<file path="src/rtl/irq_ctrl_pkg.sv">
// Shared definitions for the interrupt controller: register map, FSM states, STATUS layout.
package irq_ctrl_pkg;

  localparam int unsigned VW = 3;

  localparam logic [1:0] ADDR_ENABLE  = 2'd0;
  localparam logic [1:0] ADDR_PENDING = 2'd1;
  localparam logic [1:0] ADDR_STATUS  = 2'd2;
  localparam logic [1:0] ADDR_EOI     = 2'd3;

  localparam int unsigned STATUS_INSVC_BIT = 15;
  localparam int unsigned STATUS_LOST_LSB  = 8;
  localparam int unsigned STATUS_LOST_W    = 7;

  typedef enum logic [1:0] {
    StIdle    = 2'd0,
    StReq     = 2'd1,
    StService = 2'd2
  } irq_state_e;

endpackage

</file>
<file path="src/rtl/irq_prio_enc.sv">
// Fixed-priority encoder: lowest set bit of the mask wins.
module irq_prio_enc
  import irq_ctrl_pkg::*;
#(
  parameter int unsigned N_SRC = 4
) (
  input  logic [N_SRC-1:0] mask,
  output logic             valid,
  output logic [VW-1:0]    idx
);

  // Scan downwards so the lowest set index is the last one written.
  always_comb begin
    valid = 1'b0;
    idx   = '0;
    for (int k = int'(N_SRC) - 1; k >= 0; k--) begin
      if (mask[k]) begin
        valid = 1'b1;
        idx   = VW'(k);
      end
    end
  end

endmodule

</file>
<file path="src/rtl/irq_ctrl.sv">
// Edge-triggered interrupt controller with MMIO registers and a single-level service FSM.
// Optional lost-edge tracking in STATUS[14:8] is built when IRQ_CTRL_LOST_EN is defined.
module irq_ctrl
  import irq_ctrl_pkg::*;
#(
  parameter int unsigned N_SRC = 4
) (
  input  logic             i_clk,
  input  logic             i_rst_n,
  input  logic             i_sel,
  input  logic             i_we,
  input  logic             i_re,
  input  logic [1:0]       i_addr,
  input  logic [15:0]      i_wdata,
  output logic [15:0]      o_rdata,
  output logic             o_rdy,
  input  logic [N_SRC-1:0] i_irq,
  output logic             o_irq,
  output logic [VW-1:0]    o_vec,
  input  logic             i_ack
);

  logic [N_SRC-1:0] irq_q;
  logic [N_SRC-1:0] enable_q, enable_d;
  logic [N_SRC-1:0] pending_q, pending_d;
  logic [VW-1:0]    vec_q, vec_d;
  irq_state_e       state_q, state_d;

  logic             win_valid;
  logic [VW-1:0]    win_idx;
  logic             ack_take;
  logic             wr_en, rd_en, eoi_wr;
  logic [N_SRC-1:0] rise, w1c_mask, ack_mask;
  logic             unused_wdata;

  assign wr_en  = i_sel & i_we;
  assign rd_en  = i_sel & i_re;
  assign eoi_wr = wr_en && (i_addr == ADDR_EOI);
  assign rise   = i_irq & ~irq_q;
  assign o_rdy  = i_sel;

  assign unused_wdata = ^i_wdata[15:N_SRC];

  irq_prio_enc #(
    .N_SRC(N_SRC)
  ) u_prio (
    .mask (pending_q & enable_q),
    .valid(win_valid),
    .idx  (win_idx)
  );

  always_comb begin
    state_d  = state_q;
    vec_d    = vec_q;
    ack_take = 1'b0;
    unique case (state_q)
      StIdle: begin
        if (win_valid) state_d = StReq;
      end
      StReq: begin
        if (!win_valid) begin
          state_d = StIdle;
        end else if (i_ack) begin
          ack_take = 1'b1;
          vec_d    = win_idx;
          state_d  = StService;
        end
      end
      StService: begin
        if (eoi_wr) state_d = StIdle;
      end
      default: state_d = StIdle;
    endcase
  end

  assign ack_mask = ack_take ? (N_SRC'(1) << win_idx) : '0;
  assign w1c_mask = (wr_en && (i_addr == ADDR_PENDING)) ? i_wdata[N_SRC-1:0] : '0;

  // New edges win over any clear landing on the same bit.
  assign pending_d = (pending_q & ~(w1c_mask | ack_mask)) | rise;
  assign enable_d  = (wr_en && (i_addr == ADDR_ENABLE)) ? i_wdata[N_SRC-1:0] : enable_q;

  // Edge register tracks the inputs even in reset so a level held across release is not an edge.
  always_ff @(posedge i_clk) begin
    irq_q <= i_irq;
    if (!i_rst_n) begin
      enable_q  <= '0;
      pending_q <= '0;
      vec_q     <= '0;
      state_q   <= StIdle;
    end else begin
      enable_q  <= enable_d;
      pending_q <= pending_d;
      vec_q     <= vec_d;
      state_q   <= state_d;
    end
  end

  assign o_irq = (state_q == StReq) & win_valid;
  assign o_vec = (state_q == StReq) ? win_idx : vec_q;

`ifdef IRQ_CTRL_LOST_EN
  logic [N_SRC-1:0]         lost_q;
  logic [STATUS_LOST_W-1:0] lost_vis;

  always_ff @(posedge i_clk) begin
    if (!i_rst_n) begin
      lost_q <= '0;
    end else begin
      lost_q <= (lost_q & ~{N_SRC{rd_en && (i_addr == ADDR_STATUS)}}) | (rise & pending_q);
    end
  end

  assign lost_vis = STATUS_LOST_W'(lost_q);
`endif

  always_comb begin
    o_rdata = 16'h0000;
    if (rd_en) begin
      unique case (i_addr)
        ADDR_ENABLE:  o_rdata[N_SRC-1:0] = enable_q;
        ADDR_PENDING: o_rdata[N_SRC-1:0] = pending_q;
        ADDR_STATUS: begin
          o_rdata[STATUS_INSVC_BIT] = (state_q == StService);
          o_rdata[VW-1:0]           = o_vec;
`ifdef IRQ_CTRL_LOST_EN
          o_rdata[STATUS_LOST_LSB +: STATUS_LOST_W] = lost_vis;
`endif
        end
        ADDR_EOI:     o_rdata = 16'h0000;
        default:      o_rdata = 16'h0000;
      endcase
    end
  end

endmodule

</file>
<file path="config.mk">
export PLATFORM = sky130hd
export DESIGN_NAME = irq_ctrl
export DESIGN_NICKNAME = d
export VERILOG_FILES = /design/src/rtl/irq_ctrl_pkg.sv /design/src/rtl/irq_prio_enc.sv /design/src/rtl/irq_ctrl.sv
export SDC_FILE = /design/constraint.sdc
export NUM_CORES = 1
export LEC_CHECK = 0
export ABC_AREA = 0
export CAP_MARGIN = 10
export CORE_MARGIN = 1
export CORE_UTILIZATION = 39
export CTS_CLUSTER_DIAMETER = 40
export DETAILED_ROUTE_END_ITERATION = 10
export PLACE_DENSITY = 0.79
export SYNTH_ARGS = -nofsm -noshare
export SYNTH_HDL_FRONTEND = slang
export SYNTH_SLANG_ARGS = --single-unit
export TNS_END_PERCENT = 10
</file>
<file path="constraint.sdc">
create_clock -name i_clk -period 2.15 [get_ports i_clk]
set_input_delay 0.645 -clock i_clk [delete_from_list [all_inputs] [get_ports i_clk]]
set_output_delay 0.645 -clock i_clk [all_outputs]
set_load 0.02 [all_outputs]
</file>
==> out/results.tsv, run 1 <==
metric	value	unit
status	complete, but fails checks	
violations	negative setup slack	
total_power	0.5907	mW
finalHoldViolations	0	
path_class	in2out	
insertion_delay	0.29	ns
numCtsBuffers	3	
hold_ws	0.4827	ns
dieHeight	50.99	um
syn_inst	109	
port_buffers	24	
fin_util	58.49	%
grt_max_degree	10	
drc	0	
syn2layout_area_growth	39.57	%
overflow	0	
worst_slack	-0.03830	ns
wl_per_cell	12.94	um
via_count	891	
timing.critical_path.from_type	input port	
arrival	1.54	ns
fin_skew	0.007444	ns
place.gp.congestion	0.7813	
core-area	0.002233	mm^2
cts_max_path_buffers	2	
p_switching	0.1639	mW
cts_tree	built	
h-tree-depth	1	
finalMaxSlewViolations	0	
grt_pass1_vias	848	
power_density	452.2	mW/mm^2
p_leak	0.5601	nW
antenna_found_initial	0	
clkSinkCount	16	
synth.distinct_cells	32	
yosys-top-cells-area	dfxtp_1, buf_4, mux2i_1	
fmaxAchievable	457.0	MHz
synthTopCellsByCount	dfxtp_1, nand2_1, buf_4	
async_flop_share	0	%
tns	-0.03830	ns
critPathMaxFanout	5	
ys_seq_area_share	34.22	%
start_util	41.90	%
cts.clk_slew.worst_paths	0.09	ns
avgSynthCellArea	8.586	um^2
netSwitchingFraction	27.75	%
ys_warn_count	0	
finalCriticalPeriod	2.188	ns
synth_top_cell_area_share	34.22	%
power_frac_seq	53.4	%
final-setup-viol-count	1	
diodes	0	
clockRootBuffer	clkbuf_4	
drv_cap	0	
p_int	0.4268	mW
hpwl	1752	um
syn_area	935.9	um^2
max-vdd-ir-drop	0.0002776	V
ant_nets	0	
viasPerCell	4.978	
fillers	214	
die_w	50.99	um
yosys.area.top_type	dfxtp_1	
synthMostInstantiatedCell	dfxtp_1	
cp.required	1.50	ns
rows	17	
cts_hold_buf	0	
dieArea	0.002599	mm^2
drive_above_1_share	35.10	%
clkPwrFrac	26.8	%
drt_iter0_markers	23	
nets	181	
ios	49	
dr.pass1.iters	4	
rsz0062_at_grt	true	
wl	2317	um
grt_pass1_wl	3753	um
cp-end-kind	output port	
combPwrFrac	19.8	%
synth_seq_cells	16	
grt_use_total	19.64	%
synth_flop_cell	dfxtp_1	
fin_crit_sh	101.8	%
synth_edf_count	0	
hold_path_class	reg2reg	
[logic make-up after synthesis]
logic type | count (synthesis) | synth area share (%)
mux | 9 | 9.626
other cells | 1 | 0.4007
flops | 16 | 34.22
simple gates | 52 | 30.75
compound gates | 15 | 11.77
buf+inv | 16 | 13.23
[what timing repair did]
item,in CTS,in global routing
resized for setup,51,11
setup buffers,1,0
endpoints found under the hold margin,0,0
endpoints found under the setup margin,9,6
pin swaps,5,0
[metrics by stage]
step	area (um^2)	std cells	setup slack, ns
6_report	1306	179	-0.03830
5_1_grt	1306	179	-0.06981
4_1_cts	1299	179	-0.02831
3_5_place_dp	1272	175	-0.9791
3_3_place_gp	1272	175	-0.9516
2_1_floorplan	982.2	120	-0.1193
[flip-flops by register name, indices dropped and copies added, names as in the netlist]
| name | count |
|---|---|
| pending_q | 4 |
| vec_q | 2 |
| irq_q | 4 |
| enable_q | 4 |
| state_q | 2 |
[layer usage]
layer,share of wire (%),vias up,global-route usage [%],wire length (um)
li1,-,446,-,-
met1,42,408,22.92,964
met2,52,32,34.65,1194
met3,5.0,5,2.083,117
met4,1.7,0,10.65,40
met5,0,-,0,0
[layout make-up]
class / count / area, um^2 / area share [%]
tap: 28 / 35.03 / 2.682
sequential: 16 / 320.3 / 24.52
clock buffer: 3 / 22.52 / 1.724
inverter: 1 / 3.754 / 0.2874
timing repair buffer: 43 / 342.8 / 26.25
multi-input combinational: 88 / 581.8 / 44.54
[critical path, stage by stage]
cell	delay, ns
buf_2	0.14
and2b_2	0.26
nand3_2	0.12
o31ai_4	0.24
buf_6	0.14
[placed cells by master (no fill, tap or decap), types with 3 or more instances in the layout]
master / n
clkdlybuf4s50_1: 11
nand2_1: 15
nor2_1: 6
mux2i_1: 9
nand3_1: 9
buf_2: 5
a21oi_1: 4
conb_1: 12
buf_4: 21
nand3b_1: 3
clkbuf_4: 3
dfxtp_1: 16
[power by group through the flow]
stage | clock, mW | combinational [mW] | sequential [mW]
floorplan | 0 | 0.0719 | 0.321
global placement | 0 | 0.115 | 0.321
detailed placement | 0 | 0.117 | 0.321
CTS | 0.161 | 0.116 | 0.315
global route | 0.175 | 0.127 | 0.316
finish | 0.158 | 0.117 | 0.315
[path summary, 6_finish.rpt]
path	start	end	slack [ns]	depth (start not counted)
worst min-delay path	vec_q[0]	vec_q[0]	0.48	2
worst min register to register	vec_q[0]	vec_q[0]	0.48	2
worst max register to register	enable_q[0]	pending_q[3]	0.82	6
worst max-delay path	i_addr[0]	o_rdata[0]	-0.04	5
(Power assumes the default switching activity.)
==> run 2: changes to the inputs <==
--- a/config.mk
+++ b/config.mk
@@ -10,7 +10,9 @@
 export CORE_MARGIN = 1
 export CORE_UTILIZATION = 39
 export CTS_CLUSTER_DIAMETER = 40
+export CTS_CLUSTER_SIZE = 12
 export DETAILED_ROUTE_END_ITERATION = 10
+export HOLD_SLACK_MARGIN = 0.02
 export PLACE_DENSITY = 0.79
 export SYNTH_ARGS = -nofsm -noshare
 export SYNTH_HDL_FRONTEND = slang
==> results of run 2 <==
No change in the layout: final DEF, timing and power equal those of run 1.
==> RTL change (settings of run 1) <==
`N_SRC` is set to 4 in 2 places; all go to 6.
--- a/src/rtl/irq_prio_enc.sv
+++ b/src/rtl/irq_prio_enc.sv
@@ -3,5 +3,5 @@
   import irq_ctrl_pkg::*;
 #(
-  parameter int unsigned N_SRC = 4
+  parameter int unsigned N_SRC = 6
 ) (
   input  logic [N_SRC-1:0] mask,
--- a/src/rtl/irq_ctrl.sv
+++ b/src/rtl/irq_ctrl.sv
@@ -4,5 +4,5 @@
   import irq_ctrl_pkg::*;
 #(
-  parameter int unsigned N_SRC = 4
+  parameter int unsigned N_SRC = 6
 ) (
   input  logic             i_clk,
Ports: changed (resized i_irq); port bits go from 49 to 51. The function was not compared with the original's and may differ.
==> RTL change against run 1 <==
The run still ends with setup timing left; synthesized area is 37% higher; sequential cell count is 7 higher; via count is 46% higher; count of clock-buffer cells in the layout stayed put; worst setup slack worse by 0.046 ns; wire length is 62% higher; total power is 42% higher; register-to-register slack worse by 0.37 ns; final area is 49% higher; die area is 35% higher; final cell count is 41% higher; critical path depth is 1 higher.
==> RTL change: results (changes against run 1) <==
| Metric | Value |
|---|---|
| Worst clock skew | 0.009674 ns (+0.002231 ns) |
| Filler cells | 278 (+30%) |
| Final setup fails | 6 (+5) |
| Largest net degree at the start of global routing | 17 (+7) |
| Worst vdd ir | 279.2 uV (+0.56%) |
| Synth area leaders | dfxtp_1 (36%), mux2i_1 (8.6%), buf_4 (5.9%), nand2_1 (5.6%), nor2b_1 (4.9%) |
| Reg2reg start | pending_q[1] |
| GR Util met1 | 25.44% (+2.5 points) |
| Drt initial violations | 52 (+130%) |
| Outcome | finished, violations left |
| Netlist cell types | 40 (+25%) |
| CP Max Fanout | 4 (-1) |
| Max stage delay on crit path | 0.39 ns (+0.13 ns) |
| Lkg Pwr | 0.8160 nW (+46%) |
| Post-synth top cells | dfxtp_1 (23), nand2_1 (19), mux2i_1 (11) |
| Ys async rst share | 0% (unchanged) |
| Met2 usage | 38.04% (+3.4 points) |
| Vias/cell | 5.158 (+3.6%) |
| Htree depth | 1 (unchanged) |
| Layout cells sized above 1 | 41.63% (+6.5 points) |
| Via count of the first global-routing pass | 1289 (+52%) |
| Worst R2R End | pending_q[4] |
| Detail Placement HPWL | 2567 um (+47%) |
| DR WL met2 | 1969 um (+65%) |
| Biggest regs | enable_q x6, irq_q x6, pending_q x6 |
| Worst hold slack | 0.4713 ns (-0.01136 ns) |
| Maximum clock path buffer count | 2 (unchanged) |
| GRT Total Usage | 21.50% (+1.9 points) |
| Flop-to-flop setup slack | 0.45 ns (-0.37 ns) |
| Total power divided by cell area | 428.7 nW/um^2 (-5.2%) |
| GR Util met3 | 3.493% (+1.4 points) |
| Crit path max-delay cell type | dfxtp_4 |
| Clock Latency Late Sink | 0.32 ns (+0.03 ns) |
| Placed Area | 1841 um^2 (+45%) |
| Clk pwr | 0.000211 W (+34%) |
| Port bufs | 31 (+29%) |
| Int Power | 0.0005974 W (+40%) |
| CP arrival | 1.59 ns (+0.05 ns) |
| Violated checks | setup timing |
| Placer Congestion | 0.8697 (+11%) |
| CTS clock-pin slew for the worst setup and hold paths | 0.14 ns (+0.05 ns) |
| Nets@finish | 240 (+33%) |
| Final setup margin | -0.08383 ns (-0.04553 ns) |
| Final WL | 3754 um (+62%) |
| First-pass GRT wire length | 5720 um (+52%) |
==> RTL change: cell types whose count changed in the layout (fill, tap and decap cells not counted), sizes merged, moves of 3 or more <==
cell	before	now
a21oi	6	3
a22o	0	3
a32oi	0	4
buf	27	48
clkdlybuf4s50	11	15
conb	12	9
dfxtp	16	23
inv	1	6
nand2	15	19
nand3	10	6
nor2b	0	10
o21ai	2	5
==> RTL change: repair_timing <==
item	4_1_cts	5_1_grt
pin swaps	11	7
endpoints found under the setup margin	12	10
buffers inserted	0	1
gates resized for setup	85	22
==> RTL change: area by class of cell <==
cell class / instances / share of cell area (%)
Inverter: 6 / 1.155
Timing Repair Buffer: 66 / 28.05
Multi-Input combinational cell: 110 / 41.78
Sequential cell: 23 / 24.78
Clock buffer: 3 / 1.155
Clock inverter: 1 / 0.2567
Tap cell: 44 / 2.824
==> RTL change: through the flow <==
stage	TNS [ns]	setup WS [ns]	util (%)	instances
floorplan	-0.1109	-0.09109	-	155
global placement	-5.979	-0.8100	59.80	248
detailed placement	-6.530	-0.8443	59.80	248
CTS	-0.2465	-0.05779	61.91	252
global route	-0.5709	-0.1205	63.33	253
finish	-0.2321	-0.08383	63.33	253
==> RTL change: worst max path at each step <==
stage	from	endpoint	slack, ns	depth (start not counted)
floorplan	i_addr[0]	o_rdata[15]	-0.09	3
global placement	i_addr[1]	o_rdata[2]	-0.81	4
detailed placement	i_sel	o_rdata[0]	-0.84	5
CTS	pending_q[1]	o_vec[0]	-0.06	7
global route	pending_q[1]	o_rdata[2]	-0.12	6
finish	pending_q[1]	o_rdata[2]	-0.08	6
==> RTL change: worst max-delay path: cells and delay by family (launching register included) <==
kind / cells / cell delay, ns
flip-flops: 1 / 0.39
AO/OA/AOI/OAI: 3 / 0.50
buffers and inverters: 2 / 0.28
AND/OR/NAND/NOR: 1 / 0.09
